### src/rtl/axi4_frame_writer.sv
// AXI4 write master: streams 64-bit packed pixels from a FWFT FIFO into DDR as
// 64-beat INCR bursts, one frame per double-buffer half, then hands the half to the reader.
module axi4_frame_writer #(
  parameter int                        AXI_ADDR_WIDTH   = 32,
  parameter int                        AXI_DATA_WIDTH   = 64,
  parameter int                        BURSTS_PER_FRAME = 300,
  parameter logic [AXI_ADDR_WIDTH-1:0] BUF0_ADDR        = 32'h0100_0000,
  parameter logic [AXI_ADDR_WIDTH-1:0] BUF1_ADDR        = 32'h0110_0000
) (
  input  logic                        clk_100Mhz,
  input  logic                        rst,
  input  logic                        frame_start,
  input  logic [AXI_DATA_WIDTH-1:0]   in_data,
  input  logic                        in_empty,
  input  logic                        in_burst_avail,
  output logic                        in_rd_en,
  output logic [AXI_ADDR_WIDTH-1:0]   AWADDR,
  output logic                        AWVALID,
  input  logic                        AWREADY,
  output logic [7:0]                  AWLEN,
  output logic [2:0]                  AWSIZE,
  output logic [1:0]                  AWBURST,
  output logic [3:0]                  AWCACHE,
  output logic [AXI_DATA_WIDTH-1:0]   WDATA,
  output logic [7:0]                  WSTRB,
  output logic                        WVALID,
  input  logic                        WREADY,
  output logic                        WLAST,
  input  logic                        BVALID,
  output logic                        BREADY,
  input  logic [1:0]                  BRESP,
  output logic                        buf_select,
  output logic                        frame_done,
  output logic                        bresp_err,
  output logic                        sync_err,
  output logic [2:0]                  state,
  output logic [8:0]                  burst_idx
);

  typedef enum logic [2:0] {
    IDLE       = 3'd0,
    WAIT_DATA  = 3'd1,
    ADDR_SEND  = 3'd2,
    DATA_WRITE = 3'd3,
    RESP_WAIT  = 3'd4,
    FRAME_END  = 3'd5
  } state_e;

  localparam logic [8:0] BPF = 9'(BURSTS_PER_FRAME);

  state_e                      state_q, state_d;
  logic [8:0]                  burst_idx_q, burst_idx_d;
  logic [5:0]                  beat_q, beat_d;
  logic [AXI_ADDR_WIDTH-1:0]   awaddr_q, awaddr_d;
  logic                        buf_sel_q, buf_sel_d;
  logic                        frame_done_q, frame_done_d;
  logic                        bresp_err_q, bresp_err_d;
  logic                        sync_err_q, sync_err_d;
  logic                        resync_q, resync_d;

  logic                        w_valid_s;
  logic                        w_hs_s;
  logic [8:0]                  burst_inc_s;
  logic [AXI_ADDR_WIDTH-1:0]   wr_base_s;

  assign w_valid_s   = (state_q == DATA_WRITE) & ~in_empty;
  assign w_hs_s      = w_valid_s & WREADY;
  assign burst_inc_s = burst_idx_q + 9'd1;
  // Always target the half the reader is not displaying.
  assign wr_base_s   = buf_sel_q ? BUF0_ADDR : BUF1_ADDR;

  assign AWADDR     = awaddr_q;
  assign AWVALID    = (state_q == ADDR_SEND);
  assign AWLEN      = 8'd63;
  assign AWSIZE     = 3'b011;
  assign AWBURST    = 2'b01;
  assign AWCACHE    = 4'b1111;
  assign WDATA      = in_data;
  assign WSTRB      = 8'hFF;
  assign WVALID     = w_valid_s;
  assign WLAST      = (beat_q == 6'd63) & w_valid_s;
  assign in_rd_en   = w_hs_s;
  assign BREADY     = (state_q == RESP_WAIT);
  assign buf_select = buf_sel_q;
  assign frame_done = frame_done_q;
  assign bresp_err  = bresp_err_q;
  assign sync_err   = sync_err_q;
  assign state      = state_q;
  assign burst_idx  = burst_idx_q;

  always_ff @(posedge clk_100Mhz or posedge rst) begin
    if (rst) begin
      state_q      <= IDLE;
      burst_idx_q  <= 9'd0;
      beat_q       <= 6'd0;
      awaddr_q     <= BUF1_ADDR;
      buf_sel_q    <= 1'b0;
      frame_done_q <= 1'b0;
      bresp_err_q  <= 1'b0;
      sync_err_q   <= 1'b0;
      resync_q     <= 1'b0;
    end else begin
      state_q      <= state_d;
      burst_idx_q  <= burst_idx_d;
      beat_q       <= beat_d;
      awaddr_q     <= awaddr_d;
      buf_sel_q    <= buf_sel_d;
      frame_done_q <= frame_done_d;
      bresp_err_q  <= bresp_err_d;
      sync_err_q   <= sync_err_d;
      resync_q     <= resync_d;
    end
  end

  always_comb begin
    state_d      = state_q;
    burst_idx_d  = burst_idx_q;
    beat_d       = beat_q;
    awaddr_d     = awaddr_q;
    buf_sel_d    = buf_sel_q;
    frame_done_d = 1'b0;
    bresp_err_d  = bresp_err_q;
    sync_err_d   = sync_err_q;
    resync_d     = resync_q;

    // A frame_start seen while busy is remembered; the states below decide
    // when it can be honoured without breaking an in-flight burst.
    if (frame_start && (state_q != IDLE)) begin
      sync_err_d = 1'b1;
      resync_d   = 1'b1;
    end else begin
      sync_err_d = sync_err_q;
    end

    case (state_q)
      IDLE: begin
        if (frame_start) begin
          burst_idx_d = 9'd0;
          state_d     = WAIT_DATA;
        end else begin
          state_d = IDLE;
        end
      end

      WAIT_DATA: begin
        if (frame_start) begin
          // No burst in flight: restart the frame at once.
          burst_idx_d = 9'd0;
          resync_d    = 1'b0;
        end else if (in_burst_avail) begin
          awaddr_d = wr_base_s + AXI_ADDR_WIDTH'({burst_idx_q, 9'd0});
          state_d  = ADDR_SEND;
        end else begin
          state_d = WAIT_DATA;
        end
      end

      ADDR_SEND: begin
        if (AWREADY) begin
          beat_d  = 6'd0;
          state_d = DATA_WRITE;
        end else begin
          state_d = ADDR_SEND;
        end
      end

      DATA_WRITE: begin
        if (w_hs_s) begin
          beat_d = beat_q + 6'd1;
          if (beat_q == 6'd63) begin
            state_d = RESP_WAIT;
          end else begin
            state_d = DATA_WRITE;
          end
        end else begin
          state_d = DATA_WRITE;
        end
      end

      RESP_WAIT: begin
        if (BVALID) begin
          if (BRESP != 2'b00) begin
            bresp_err_d = 1'b1;
          end else begin
            bresp_err_d = bresp_err_q;
          end
          if (resync_q || frame_start) begin
            // Partial frame dropped; rewrite the same half from the top.
            burst_idx_d = 9'd0;
            resync_d    = 1'b0;
            state_d     = WAIT_DATA;
          end else if (burst_inc_s == BPF) begin
            burst_idx_d  = burst_inc_s;
            buf_sel_d    = ~buf_sel_q;
            frame_done_d = 1'b1;
            state_d      = FRAME_END;
          end else begin
            burst_idx_d = burst_inc_s;
            state_d     = WAIT_DATA;
          end
        end else begin
          state_d = RESP_WAIT;
        end
      end

      FRAME_END: begin
        burst_idx_d = 9'd0;
        resync_d    = 1'b0;
        if (frame_start) begin
          state_d = WAIT_DATA;
        end else begin
          state_d = IDLE;
        end
      end

      default: begin
        state_d = IDLE;
      end
    endcase
  end

endmodule

### config.mk
export PLATFORM = sky130hd
export DESIGN_NAME = axi4_frame_writer
export DESIGN_NICKNAME = d
export VERILOG_FILES = /design/src/rtl/axi4_frame_writer.sv
export SDC_FILE = /design/constraint.sdc
export NUM_CORES = 1
export LEC_CHECK = 0
export BUFFER_PORTS_ARGS = -buffer_cell sky130_fd_sc_hd__buf_4
export CAP_MARGIN = 20
export CELL_PAD_IN_SITES_DETAIL_PLACEMENT = 0
export CELL_PAD_IN_SITES_GLOBAL_PLACEMENT = 1
export CORE_MARGIN = 4
export CORE_UTILIZATION = 25
export DETAILED_ROUTE_END_ITERATION = 10
export PLACE_DENSITY = 0.9
export SETUP_SLACK_MARGIN = 0.05
export SLEW_MARGIN = 5
export SYNTH_ARGS = -nofsm -noshare
export SYNTH_HDL_FRONTEND = slang
export SYNTH_SLANG_ARGS = --single-unit
export TNS_END_PERCENT = 30
### constraint.sdc
create_clock -name clk_100Mhz -period 2 [get_ports clk_100Mhz]
set_input_delay 0.4 -clock clk_100Mhz [delete_from_list [all_inputs] [get_ports clk_100Mhz]]
set_output_delay 0.4 -clock clk_100Mhz [all_outputs]
set_load 0.05 [all_outputs]
=== Word level (Yosys, flattened, before mapping) ===
Cells that the tools add are included.

* Bits in registers: 55
* Bits in latches: 0
* Bits in writable memories: 0
* Bits in read-only memories: 0
* Input port bits: 74
* Output and inout bits: 142
* Memories: 0

* Add/subtract/negate cells: 3
* $mul: 0
* Div/mod/pow operators: 0
* Order comparisons: 0
* Equal/unequal tests: 12
* Shifts and indexed selects: 0
* Multiplexer cells: 27
* Bitwise gates (word level): 7
* Reduce and logical (&&, ||, !) cells: 14

{| class="wikitable"
|+ Operator list
! cell !! count
|-
| $mux W9 || 3
|-
| $pmux W9 S3 || 1
|-
| $add A25 B18 Y26 || 1
|-
| $mux W21 || 1
|-
| $mux W3 || 6
|-
| $pmux W3 S5 || 1
|-
| $mux W6 || 2
|-
| $pmux W6 S2 || 1
|-
| $reduce_and A3 Y1 || 4
|-
| $mux W1 || 10
|-
| $add A9 B1 Y9 const B || 1
|-
| $eq A9 B9 Y1 const B || 1
|-
| $add A6 B1 Y6 const B || 1
|-
| $eq A3 B2 Y1 const B || 2
|-
| $eq A3 B3 Y1 const B || 2
|-
| $eq A6 B6 Y1 const B || 1
|-
| $ne A2 B2 Y1 const B || 3
|-
| $reduce_bool A3 Y1 || 2
|-
| $ne A2 B1 Y1 const B || 2
|-
| $not A1 Y1 || 4
|-
| $reduce_and A4 Y1 || 1
|-
| $reduce_bool A2 Y1 || 2
|-
| $reduce_or A2 Y1 || 2
|-
| $and A1 B1 Y1 || 3
|-
| 6 further kinds || 6
|}

=== Depth between registers and ports, before layout ===
Gate-level depths: netlist (run 1).

* Depth after elaboration: 6
* Mapped depth: 7

=== Worst setup path after synthesis (run 1) ===
OpenSTA, ideal clock, no wires.

* Path kind: reg2reg
* Start point: register state_q[1] (netlist: state[1])
* End point: register beat_q[0]
* Arrival: 2.857 ns
* Slack: -0.981 ns
* Stages on the path, launching flop included: 6
* Path buffers: 1
* Clock period less this slack: 2.981 ns
* Path through: dfrtp_1 > clkbuf_1 > nor3b_1 > and2_1 > nor2_1 > mux2_2

{| class="wikitable"
|+ RTL lines
! element !! RTL line !! RTL
|-
| start, declared || 51 || <nowiki>state_e state_q, state_d;</nowiki>
|-
| start signal, assigned || 103 || <nowiki>state_q <= state_d;</nowiki>
|-
| $eq A3 B2 Y1 (*) || - ||
|-
| net AWVALID || 18 || <nowiki>output logic AWVALID,</nowiki>
|-
| $ne A2 B1 Y1 (no line) / $reduce_bool A2 Y1 (equally long branches) || - ||
|-
| $reduce_and A3 Y1 (no line) || - ||
|-
| end signal, assigned || 105 || <nowiki>beat_q <= beat_d;</nowiki>
|-
| end, declared || 53 || <nowiki>logic [5:0] beat_q, beat_d;</nowiki>
|}

The timed path passes the listed nets; every way through them passes the cells marked *.
A chain may end at the register's enable or synchronous reset.

=== Worst setup path in the final report (run 1) ===
* Start point: register state_q[2] (netlist: state[2])
* End point: output port in_rd_en

* Longest elaborated chain between the ends: 3

{| class="wikitable"
|+ Ends and longest elaborated chain
! element !! RTL line !! RTL
|-
| $eq A3 B2 Y1 || 66 || <nowiki>assign w_valid_s = (state_q == DATA_WRITE) & ~in_empty;</nowiki>
|-
| $and A1 B1 Y1 || 66 ||
|-
| $and A1 B1 Y1 || 67 || <nowiki>assign w_hs_s = w_valid_s & WREADY;</nowiki>
|-
| end, declared || 16 || <nowiki>output logic in_rd_en,</nowiki>
|}

Every way passes these cells.

==> results of run 1 <==
-- synth_stat cells, types with 3 or more instances --
| master | number | area [um2] |
|---|---|---|
| dfrtp_1 | 32 | 800.8 |
| o31ai_1 | 4 | 30.03 |
| o21ai_0 | 14 | 70.07 |
| xor2_1 | 3 | 26.28 |
| mux2_2 | 10 | 112.6 |
| and3_1 | 4 | 25.02 |
| clkbuf_1 | 6 | 22.52 |
| a21oi_1 | 4 | 20.02 |
| nand4_1 | 3 | 18.77 |
| nand3_1 | 5 | 25.02 |
| nand2_1 | 10 | 37.54 |
| buf_4 | 111 | 833.3 |
| nor2_1 | 16 | 60.06 |
| inv_1 | 5 | 18.77 |
-- worst reg2reg max path: cells and delay by family, from the launching register on --
family / cells / cell delay, ns
DFF: 1 / 0.40
AOI/OAI and AO/OA: 1 / 0.25
adders and majority gates: 1 / 0.25
xor gates and xnor gates: 1 / 0.12
and+or+nand+nor: 3 / 0.69
-- per-stage QoR --
| stage | setup TNS (ns) | setup WS, ns | util, % |
|---|---|---|---|
| after detailed placement | 0 | 0.2290 | 24.13 |
| after global routing | 0 | 0.05572 | 25.37 |
| after floorplan | -0.03700 | -0.01538 | - |
| after CTS | 0 | 0.09704 | 25.31 |
| final | 0 | 0.1104 | 25.37 |
| after global placement | 0 | 0.2744 | 24.13 |
-- worst paths after layout --
path / from / endpoint / slack [ns] / cells after the start
worst min-delay path: rst / beat_q[1]$_DFFE_PP0P_ / 0.21 / 3
worst max-delay path: state[2]$_DFFE_PP0P_ / in_rd_en / 0.11 / 3
min in group clk_100Mhz: BRESP[0] / bresp_err$_DFFE_PP0P_ / 0.36 / 3
worst min register to register: sync_err$_DFFE_PP0P_ / sync_err$_DFFE_PP0P_ / 0.47 / 1
max in group asynchronous: rst / burst_idx[1]$_DFFE_PP0P_ / 1.47 / 3
worst max register to register: burst_idx[0]$_DFFE_PP0P_ / buf_select$_DFFE_PP0P_ / 0.23 / 6
-- report_power, final --
part	switching (uW)	internal [uW]	total, uW
clock	242	280	522
sequential	58.1	737	795
combinational	447	153	600
total	747	1170	1920
-- sequential cells by signal, summed over array words and instances, names as in the netlist --
signal,cells
frame_done,1
AWADDR,10
sync_err,1
resync_q,1
state,3
bresp_err,1
buf_select,1
burst_idx,9
beat_q,6
-- routing by layer --
metal | wire [um] | vias to the layer above | GRT usage [%]
li1 | - | 671 | -
met1 | 1671 | 701 | 8.665
met2 | 2374 | 68 | 12.99
met3 | 561 | 23 | 3.825
met4 | 122 | 0 | 5.088
met5 | 0 | - | 0
-- what timing repair did --
item | CTS | global route
endpoints found under the setup margin | 1 | 1
resized for setup | 1 | 1
setup buffers | 2 | 0
cloned | 0 | 0
-- layout make-up --
cell class                      count  share of cell area (%)
Clock buffer                        7                   3.649
Tap cell                          129                   6.822
Timing Repair Buffer               46                   14.60
Multi-Input combinational cell    152                   38.60
Sequential cell                    33                   35.22
Clock inverter                      1                  0.3173
Inverter                            5                  0.7932
-- cells by family (layout without fill, tap and decap cells) --
family                   Yosys count  in the layout  synth area share (%)
buffers and inverters            123             59                 36.37
multiplexers                      11             11                 5.070
flip-flops                        33             33                 34.20
adder cells (fa/ha/maj)            2              2                 1.034
XOR/XNOR                           6              6                 2.484
AO/OA/AOI/OAI                     32             32                 8.330
other                              2             47                0.3105
AND/OR/NAND/NOR                   54             54                 12.21
==> results.py, run 1 <==
metrics = {
    "global_route": {
        "grt_pass1_vias": 1378,
        "grt_use_total_pct": 8.139,
        "grt_antenna_before_repair": 0,
        "grt_pass1_wl_mm": 7.120,
        "grt-ovfl-total": 0,
        "grt_max_degree": 34,
    },
    "die": {
        "core_region_area_mm2": 0.009328,
        "die_h_um": 106.4,
        "die-area_mm2": 0.01131,
        "start_util_pct": 25.93,
        "ios": 216,
        "rows": 35,
        "dieWidth_um": 106.4,
    },
    "critical_path": {
        "critical_path.cell_chain": "and4bb_4, and2_2, buf_4",
        "max_stage_delay_ns": 0.44,
        "path_class": "reg2out",
        "cp_data_arrival_time_ns": 1.49,
        "path_buf_inv": 1,
        "crit_path_end_kind": "output port",
        "crit_path_start_kind": "register",
        "critPathSlowestCell": "dfrtp_2",
        "cp_data_required_time_ns": 1.60,
        "cp_max_fo": 7,
        "cpLargestDelayFamily": "simple AND/OR/NAND/NOR gates",
    },
    "drt": {
        "vias_per_cell": 3.922,
        "first_pass_iters": 4,
        "vias": 1463,
        "wirelength_mm": 4.729,
        "drt-initial-drc-count": 77,
        "drtAntennaViolNets": 0,
        "route.detailed.drc": 0,
        "wl_per_cell_um": 12.68,
    },
    "pwr": {
        "p_per_area_mw_per_mm2": 810.3,
        "finalPower_uw": 1917,
        "ir_drop_uv": 254.9,
        "leakage_uw": 0.001186,
    },
    "finish": {
        "nets": 319,
        "multi_input_area_um2": 913.4,
        "filler_cell_count": 1005,
        "final_common_cell": "conb_1",
        "layout_common_cells": "conb_1 (47), buf_4 (46), dfrtp_1 (27)",
        "instances_no_fill": 373,
        "layout-drive-gt1-share_pct": 32.38,
        "final_area_mm2": 0.002366,
        "regArea_um2": 833.3,
        "area_growth_pct": -2.173,
        "antenna_cells": 0,
    },
    "synthesis": {
        "yosys_warnings": 0,
        "synth.avg_cell_area_um2": 9.196,
        "seq_area_frac_synth_pct": 34.20,
        "synth_edf_count": 0,
        "async_reset_ff_share_pct": 100.0,
        "synth_area_mm2": 0.002419,
        "synth-main-ff-cell": "dfrtp_1",
        "ys_ff_latch": 33,
        "synthCells": 263,
        "synth_cell_types": 44,
    },
    "placed_design": {
        "dp_hpwl_mm": 3.600,
        "dp.cells": 363,
        "portBuffers": 40,
        "place_congestion": 0.8170,
        "place_area_mm2": 0.002251,
    },
    "clock_tree": {
        "clockRootBuffer": "clkbuf_8",
        "cts_tree": "built",
        "cts_sinks": 33,
        "clock_latency_ns": 0.28,
        "cts.path.max_buffers": 2,
        "cts_max_level": 2,
        "postCtsHoldBufs": 0,
        "cts_buffers": 5,
        "clk_pin_slew_worst_paths_ns": 0.07,
    },
    "sta": {
        "final_max_slew_viol_count": 0,
        "rsz0062_at_grt": "false",
        "clock.fmax_ghz": 0.5292,
        "setup_viol": 0,
        "holdWs_ns": 0.2090,
        "finalCriticalPeriod_ns": 1.890,
        "finalHoldViolCount": 0,
        "finalCritPeriodShare_pct": 94.48,
        "finClkSkew_ns": 0.01097,
    },
    "status": {
        "status": "completed",
    },
    "worst_hold_path": {
        "min_path_type": "in2async",
    },
    "run": {
        "max_cap_violations": 0,
    },
}
(Power assumes the default switching activity.)
==> run 2: changes to the inputs <==
- RECOVER_POWER: default -> 25
==> results.py, run 2 (synthesis gave the netlist of run 1 again) <==
metrics = {
    "placed_design": {
        "portBuffers": 40,
        "place_congestion": 0.8170,
        "dp_hpwl_mm": 3.600,
    },
    "finish": {
        "layout-drive-gt1-share_pct": 32.38,
        "fin_util_pct": 25.34,
        "nets": 319,
        "largest_reg_flops": 10,
        "layout_common_cells": "conb_1 (47), buf_4 (44), dfrtp_1 (27)",
        "area_growth_pct": -2.276,
        "antenna_cells": 0,
        "final_common_cell": "conb_1",
        "filler_cell_count": 1005,
    },
    "pwr": {
        "comb_power_share_pct": 31.3,
        "ir_drop_uv": 254.9,
        "finalPower_uw": 1916,
        "switching_power_uw": 747.4,
        "p_per_area_mw_per_mm2": 810.8,
        "cellInternalPower_uw": 1169,
        "clockPowerShare_pct": 27.2,
        "leakage_uw": 0.001185,
        "p_sw_share_pct": 39.00,
        "p_seq_share_pct": 41.5,
    },
    "drt": {
        "vias_per_cell": 3.928,
        "wl_per_cell_um": 12.68,
        "dr.max_layer_used": "met4",
        "first_pass_iters": 4,
        "drt-initial-drc-count": 73,
        "route.detailed.drc": 0,
        "drtAntennaViolNets": 0,
        "wirelength_mm": 4.729,
        "routed-wl-met3_um": 560,
        "route.met2.wl_mm": 2.373,
        "vias": 1465,
        "met1_length_mm": 1.672,
    },
    "status": {
        "status": "completed",
    },
    "clock_tree": {
        "cts_tree": "built",
        "cts_sinks": 33,
        "clock_latency_ns": 0.28,
        "postCtsHoldBufs": 0,
        "cts_max_level": 2,
        "cts.path.max_buffers": 2,
        "clk_pin_slew_worst_paths_ns": 0.07,
        "cts_buffers": 5,
        "clockRootBuffer": "clkbuf_8",
    },
    "global_route": {
        "grt_pass1_vias": 1378,
        "grt_use_total_pct": 8.139,
        "grt_pass1_wl_mm": 7.120,
        "grt_antenna_before_repair": 0,
        "grt_max_degree": 34,
        "grt-ovfl-total": 0,
    },
    "sta": {
        "finalCritPeriodShare_pct": 94.48,
        "rsz0062_at_grt": "false",
        "setup_viol": 0,
        "tightest_slew_ns": 0.8243,
        "final_max_slew_viol_count": 0,
        "finalCriticalPeriod_ns": 1.890,
        "finalHoldViolCount": 0,
        "slew_headroom_pct": 45.05,
        "clock.fmax_ghz": 0.5292,
        "holdWs_ns": 0.3637,
        "finClkSkew_ns": 0.01097,
        "setup_tns_ns": 0,
    },
    "critical_path": {
        "cp-startpoint": "state[2]$_DFFE_PP0P_",
        "crit_path_end_kind": "output port",
        "reg2reg_depth": 6,
        "cp_data_arrival_time_ns": 1.49,
        "r2r-start": "burst_idx[0]$_DFFE_PP0P_",
        "critPathCapture": "in_rd_en",
        "reg2reg_to": "buf_select$_DFFE_PP0P_",
        "r2r_slack_ns": 0.23,
        "path_class": "reg2out",
        "cp_data_required_time_ns": 1.60,
        "cp_max_fo": 7,
        "crit_path_start_kind": "register",
    },
    "die": {
        "die-area_mm2": 0.01131,
        "core_region_area_mm2": 0.009328,
        "ios": 216,
        "rows": 35,
        "dieWidth_um": 106.4,
        "start_util_pct": 25.93,
        "die_h_um": 106.4,
    },
    "run": {
        "max_cap_violations": 0,
    },
    "worst_hold_path": {
        "min_path_type": "in2async",
    },
}
[run 2: layout make-up]
type / count / area, um2 / area share [%]
Multi-Input combinational cell: 152 / 913.4 / 38.64
Sequential cell: 33 / 833.3 / 35.26
Timing Repair Buffer: 46 / 342.8 / 14.51
Tap cell: 129 / 161.4 / 6.829
Clock buffer: 7 / 86.33 / 3.653
Inverter: 5 / 18.77 / 0.7941
Clock inverter: 1 / 7.507 / 0.3176
[run 2: worst min-delay path by stage]
stage | endpoint | cells past startpoint
finish | beat_q[1]$_DFFE_PP0P_ | 3
global route | bresp_err$_DFFE_PP0P_ | 3
CTS | burst_idx[4]$_DFFE_PP0P_ | 3
detailed placement | sync_err$_DFFE_PP0P_ | 1
global placement | sync_err$_DFFE_PP0P_ | 1
floorplan | beat_q[1]$_DFFE_PP0P_ | 1
[run 2: repair_timing]
item | in CTS | in global routing
gates cloned | 0 | 0
pin swaps | 0 | 0
gates resized for setup | 1 | 1
buffers inserted | 2 | 0
hold endpoints to repair | 0 | 0
endpoints found under the setup margin | 1 | 1
[run 2: routing by layer]
layer | track usage [%] | up-vias
met5 | 0 | -
met4 | 5.088 | 0
met3 | 3.825 | 23
met2 | 12.99 | 68
met1 | 8.665 | 703
li1 | - | 671
[run 2: power groups by stage]
stage / clock network, uW / registers (uW) / logic (uW)
after floorplan: 0 / 862 / 839
after global placement: 0 / 826 / 549
after detailed placement: 0 / 833 / 557
after CTS: 544 / 794 / 600
after global routing: 570 / 802 / 641
final: 522 / 795 / 600
[run 2: critical path: stages (launching register included)]
cell	delay, ns
dfrtp_2	0.44
and4bb_4	0.33
and2_2	0.22
buf_4	0.22
[run 2: per-stage QoR]
step	setup slack, ns	instances	area, um2
2_1_floorplan	-0.01538	308	2633
3_3_place_gp	0.2744	363	2251
3_5_place_dp	0.2290	363	2251
4_1_cts	0.09704	373	2361
5_1_grt	0.05572	373	2364
6_report	0.1104	373	2364
==> run 3: changes to the inputs <==
- ABC_AREA: default -> 1
- CAP_MARGIN: 20 -> 10
==> results.py, run 3 <==
metrics = {
    "run": {
        "max_cap_violations": 0,
    },
    "critical_path": {
        "cp-startpoint": "state[2]$_DFFE_PP0P_",
        "critical_path.cell_chain": "inv_4, nand3_4, nor2_4, nand2_4, clkinv_1, buf_4",
        "crit_path_end_kind": "output port",
        "reg2reg_depth": 10,
        "max_stage_delay_ns": 0.45,
        "critPathCapture": "in_rd_en",
        "crit_path_start_kind": "register",
        "cp_data_required_time_ns": 1.60,
        "critPathSlowestCell": "dfrtp_1",
        "path_class": "reg2out",
        "r2r-start": "burst_idx[1]$_DFFE_PP0P_",
        "cp_data_arrival_time_ns": 1.49,
        "r2r_slack_ns": 0.45,
        "reg2reg_to": "buf_select$_DFFE_PP0P_",
        "cp_max_fo": 5,
    },
    "sta": {
        "slew_headroom_pct": 41.99,
        "finClkSkew_ns": 0.004040,
        "rsz0062_at_grt": "true",
        "clock.fmax_ghz": 0.5303,
        "finalHoldViolCount": 0,
        "setup_viol": 0,
        "tightest_slew_ns": 0.8702,
        "finalCritPeriodShare_pct": 94.28,
        "setup_tns_ns": 0,
        "final_max_slew_viol_count": 0,
        "finalCriticalPeriod_ns": 1.886,
    },
    "finish": {
        "filler_cell_count": 1095,
        "largest_reg_flops": 10,
        "area_growth_pct": -2.985,
        "nets": 368,
        "layout_common_cells": "conb_1 (47), nand2_1 (41), buf_4 (39)",
        "antenna_cells": 0,
        "fin_util_pct": 24.96,
        "layout-drive-gt1-share_pct": 26.62,
        "final_common_cell": "conb_1",
        "regArea_um2": 828.3,
        "multi_input_area_um2": 924.6,
    },
    "drt": {
        "wl_per_cell_um": 11.83,
        "first_pass_iters": 4,
        "wirelength_mm": 5.038,
        "drt-initial-drc-count": 35,
        "vias_per_cell": 3.819,
        "route.detailed.drc": 0,
        "drtAntennaViolNets": 0,
        "vias": 1627,
    },
    "pwr": {
        "leakage_uw": 0.001228,
        "p_per_area_mw_per_mm2": 954.3,
        "ir_drop_uv": 604.9,
    },
    "die": {
        "die-area_mm2": 0.01173,
        "rows": 36,
        "ios": 216,
        "core_region_area_mm2": 0.009774,
        "start_util_pct": 25.73,
        "die_h_um": 108.3,
        "dieWidth_um": 108.3,
    },
    "clock_tree": {
        "clockRootBuffer": "clkbuf_8",
        "clk_pin_slew_worst_paths_ns": 0.08,
        "cts_buffers": 5,
        "cts.path.max_buffers": 2,
        "post_cts_buffers": 0,
        "cts_max_level": 2,
        "cts_sinks": 33,
        "postCtsHoldBufs": 0,
        "clock_latency_ns": 0.29,
        "cts_tree": "built",
    },
    "global_route": {
        "grt_pass1_wl_mm": 7.700,
        "grt_antenna_before_repair": 0,
        "grt_use_total_pct": 8.394,
        "grt_pass1_vias": 1531,
        "grt_max_degree": 34,
        "grt-ovfl-total": 0,
    },
    "placed_design": {
        "dp_hpwl_mm": 3.901,
        "portBuffers": 40,
        "place_congestion": 0.8278,
    },
    "synthesis": {
        "synth.avg_cell_area_um2": 8.087,
        "async_reset_ff_share_pct": 100.0,
        "seq_area_frac_synth_pct": 32.89,
        "synth_area_mm2": 0.002515,
        "synth.mux.area_fraction_pct": 0,
        "synth_top_family_by_area": "buffers and inverters",
        "yosys-top-cells-area": "buf_4 (33%), dfrtp_1 (32%), nand2_1 (6.1%), nand3_1 (3.2%), o21ai_1 (3.2%)",
        "yosys.area.top_type": "buf_4",
        "synthCells": 311,
        "synth_commonest_cells": "buf_4 (111), nand2_1 (41), dfrtp_1 (32)",
        "ys_ff_latch": 33,
        "synth-main-ff-cell": "dfrtp_1",
        "synth_cell_types": 33,
        "yosys_warnings": 0,
        "synth_edf_count": 0,
        "netlist.area_leader.share_pct": 33.13,
        "synth-adder-area-share_pct": 0.9950,
        "synth-simple-area-share_pct": 18.06,
        "synth.most_common_cell": "buf_4",
        "synth-xor-area-share_pct": 1.741,
        "synth-compound-area-share_pct": 7.910,
    },
    "status": {
        "status": "completed",
    },
    "worst_hold_path": {
        "min_path_type": "in2async",
    },
}
## run 3: per-stage QoR
| step | hold WS [ns] | area (um2) | power, uW | instances | worst slack, ns |
|---|---|---|---|---|---|
| finish | 0.3622 | 2440 | 2328 | 426 | 0.1144 |
| global route | 0.4021 | 2440 | 2475 | 426 | 0.03903 |
| CTS | 0.2230 | 2431 | 2351 | 426 | 0.06620 |
| detailed placement | 0.4644 | 2344 | 1829 | 418 | 0.3776 |
| global placement | 0.4578 | 2344 | 1808 | 418 | 0.4305 |
| floorplan | 0.4614 | 2705 | 2032 | 356 | -0.1160 |
## run 3: metal layers
| layer | wire, um | up-vias | GRT usage [%] |
|---|---|---|---|
| li1 | - | 784 | - |
| met1 | 2047 | 750 | 10.21 |
| met2 | 2352 | 75 | 12.79 |
| met3 | 551 | 18 | 3.701 |
| met4 | 87 | 0 | 3.787 |
| met5 | 0 | - | 0 |
## run 3: how the worst min path moves through the flow
stage | end | slack, ns
floorplan | beat_q[4]$_DFFE_PP0P_ | 0.46
global placement | sync_err$_DFFE_PP0P_ | 0.46
detailed placement | sync_err$_DFFE_PP0P_ | 0.46
CTS | beat_q[4]$_DFFE_PP0P_ | 0.22
global route | bresp_err$_DFFE_PP0P_ | 0.40
finish | beat_q[0]$_DFFE_PP0P_ | 0.36
## run 3: repair_timing
action,4_1_cts,5_1_grt
hold endpoints to repair,0,0
gates resized for setup,1,3
pin swaps,0,0
setup endpoints to repair,1,2
## run 3: layout make-up
class | count | area share, %
Sequential cell | 33 | 33.95
Clock buffer | 5 | 2.821
Clock inverter | 3 | 0.7179
Multi-Input combinational cell | 180 | 37.90
Timing Repair Buffer | 42 | 12.97
Inverter | 30 | 4.821
Tap cell | 133 | 6.821
## run 3: worst max-delay path: cells and delay by family (launching register included)
kind	cells	cell delay, ns
and+or+nand+nor	3	0.36
buffers and inverters	3	0.39
DFF	1	0.45
## run 3: kinds of logic after synthesis
logic type               count (synthesis)
other                                    2
AND/OR/NAND/NOR                         93
XOR/XNOR                                 5
adder cells (fa/ha/maj)                  2
buffers and inverters                  143
flip-flops                              33
AO/OA/AOI/OAI                           33
## run 3: power by group
group / switching [uW] / leakage, uW / internal, uW
combinational: 706 / 0.000743 / 231
sequential: 117 / 0.000441 / 766
clock: 269 / 0.0000439 / 240
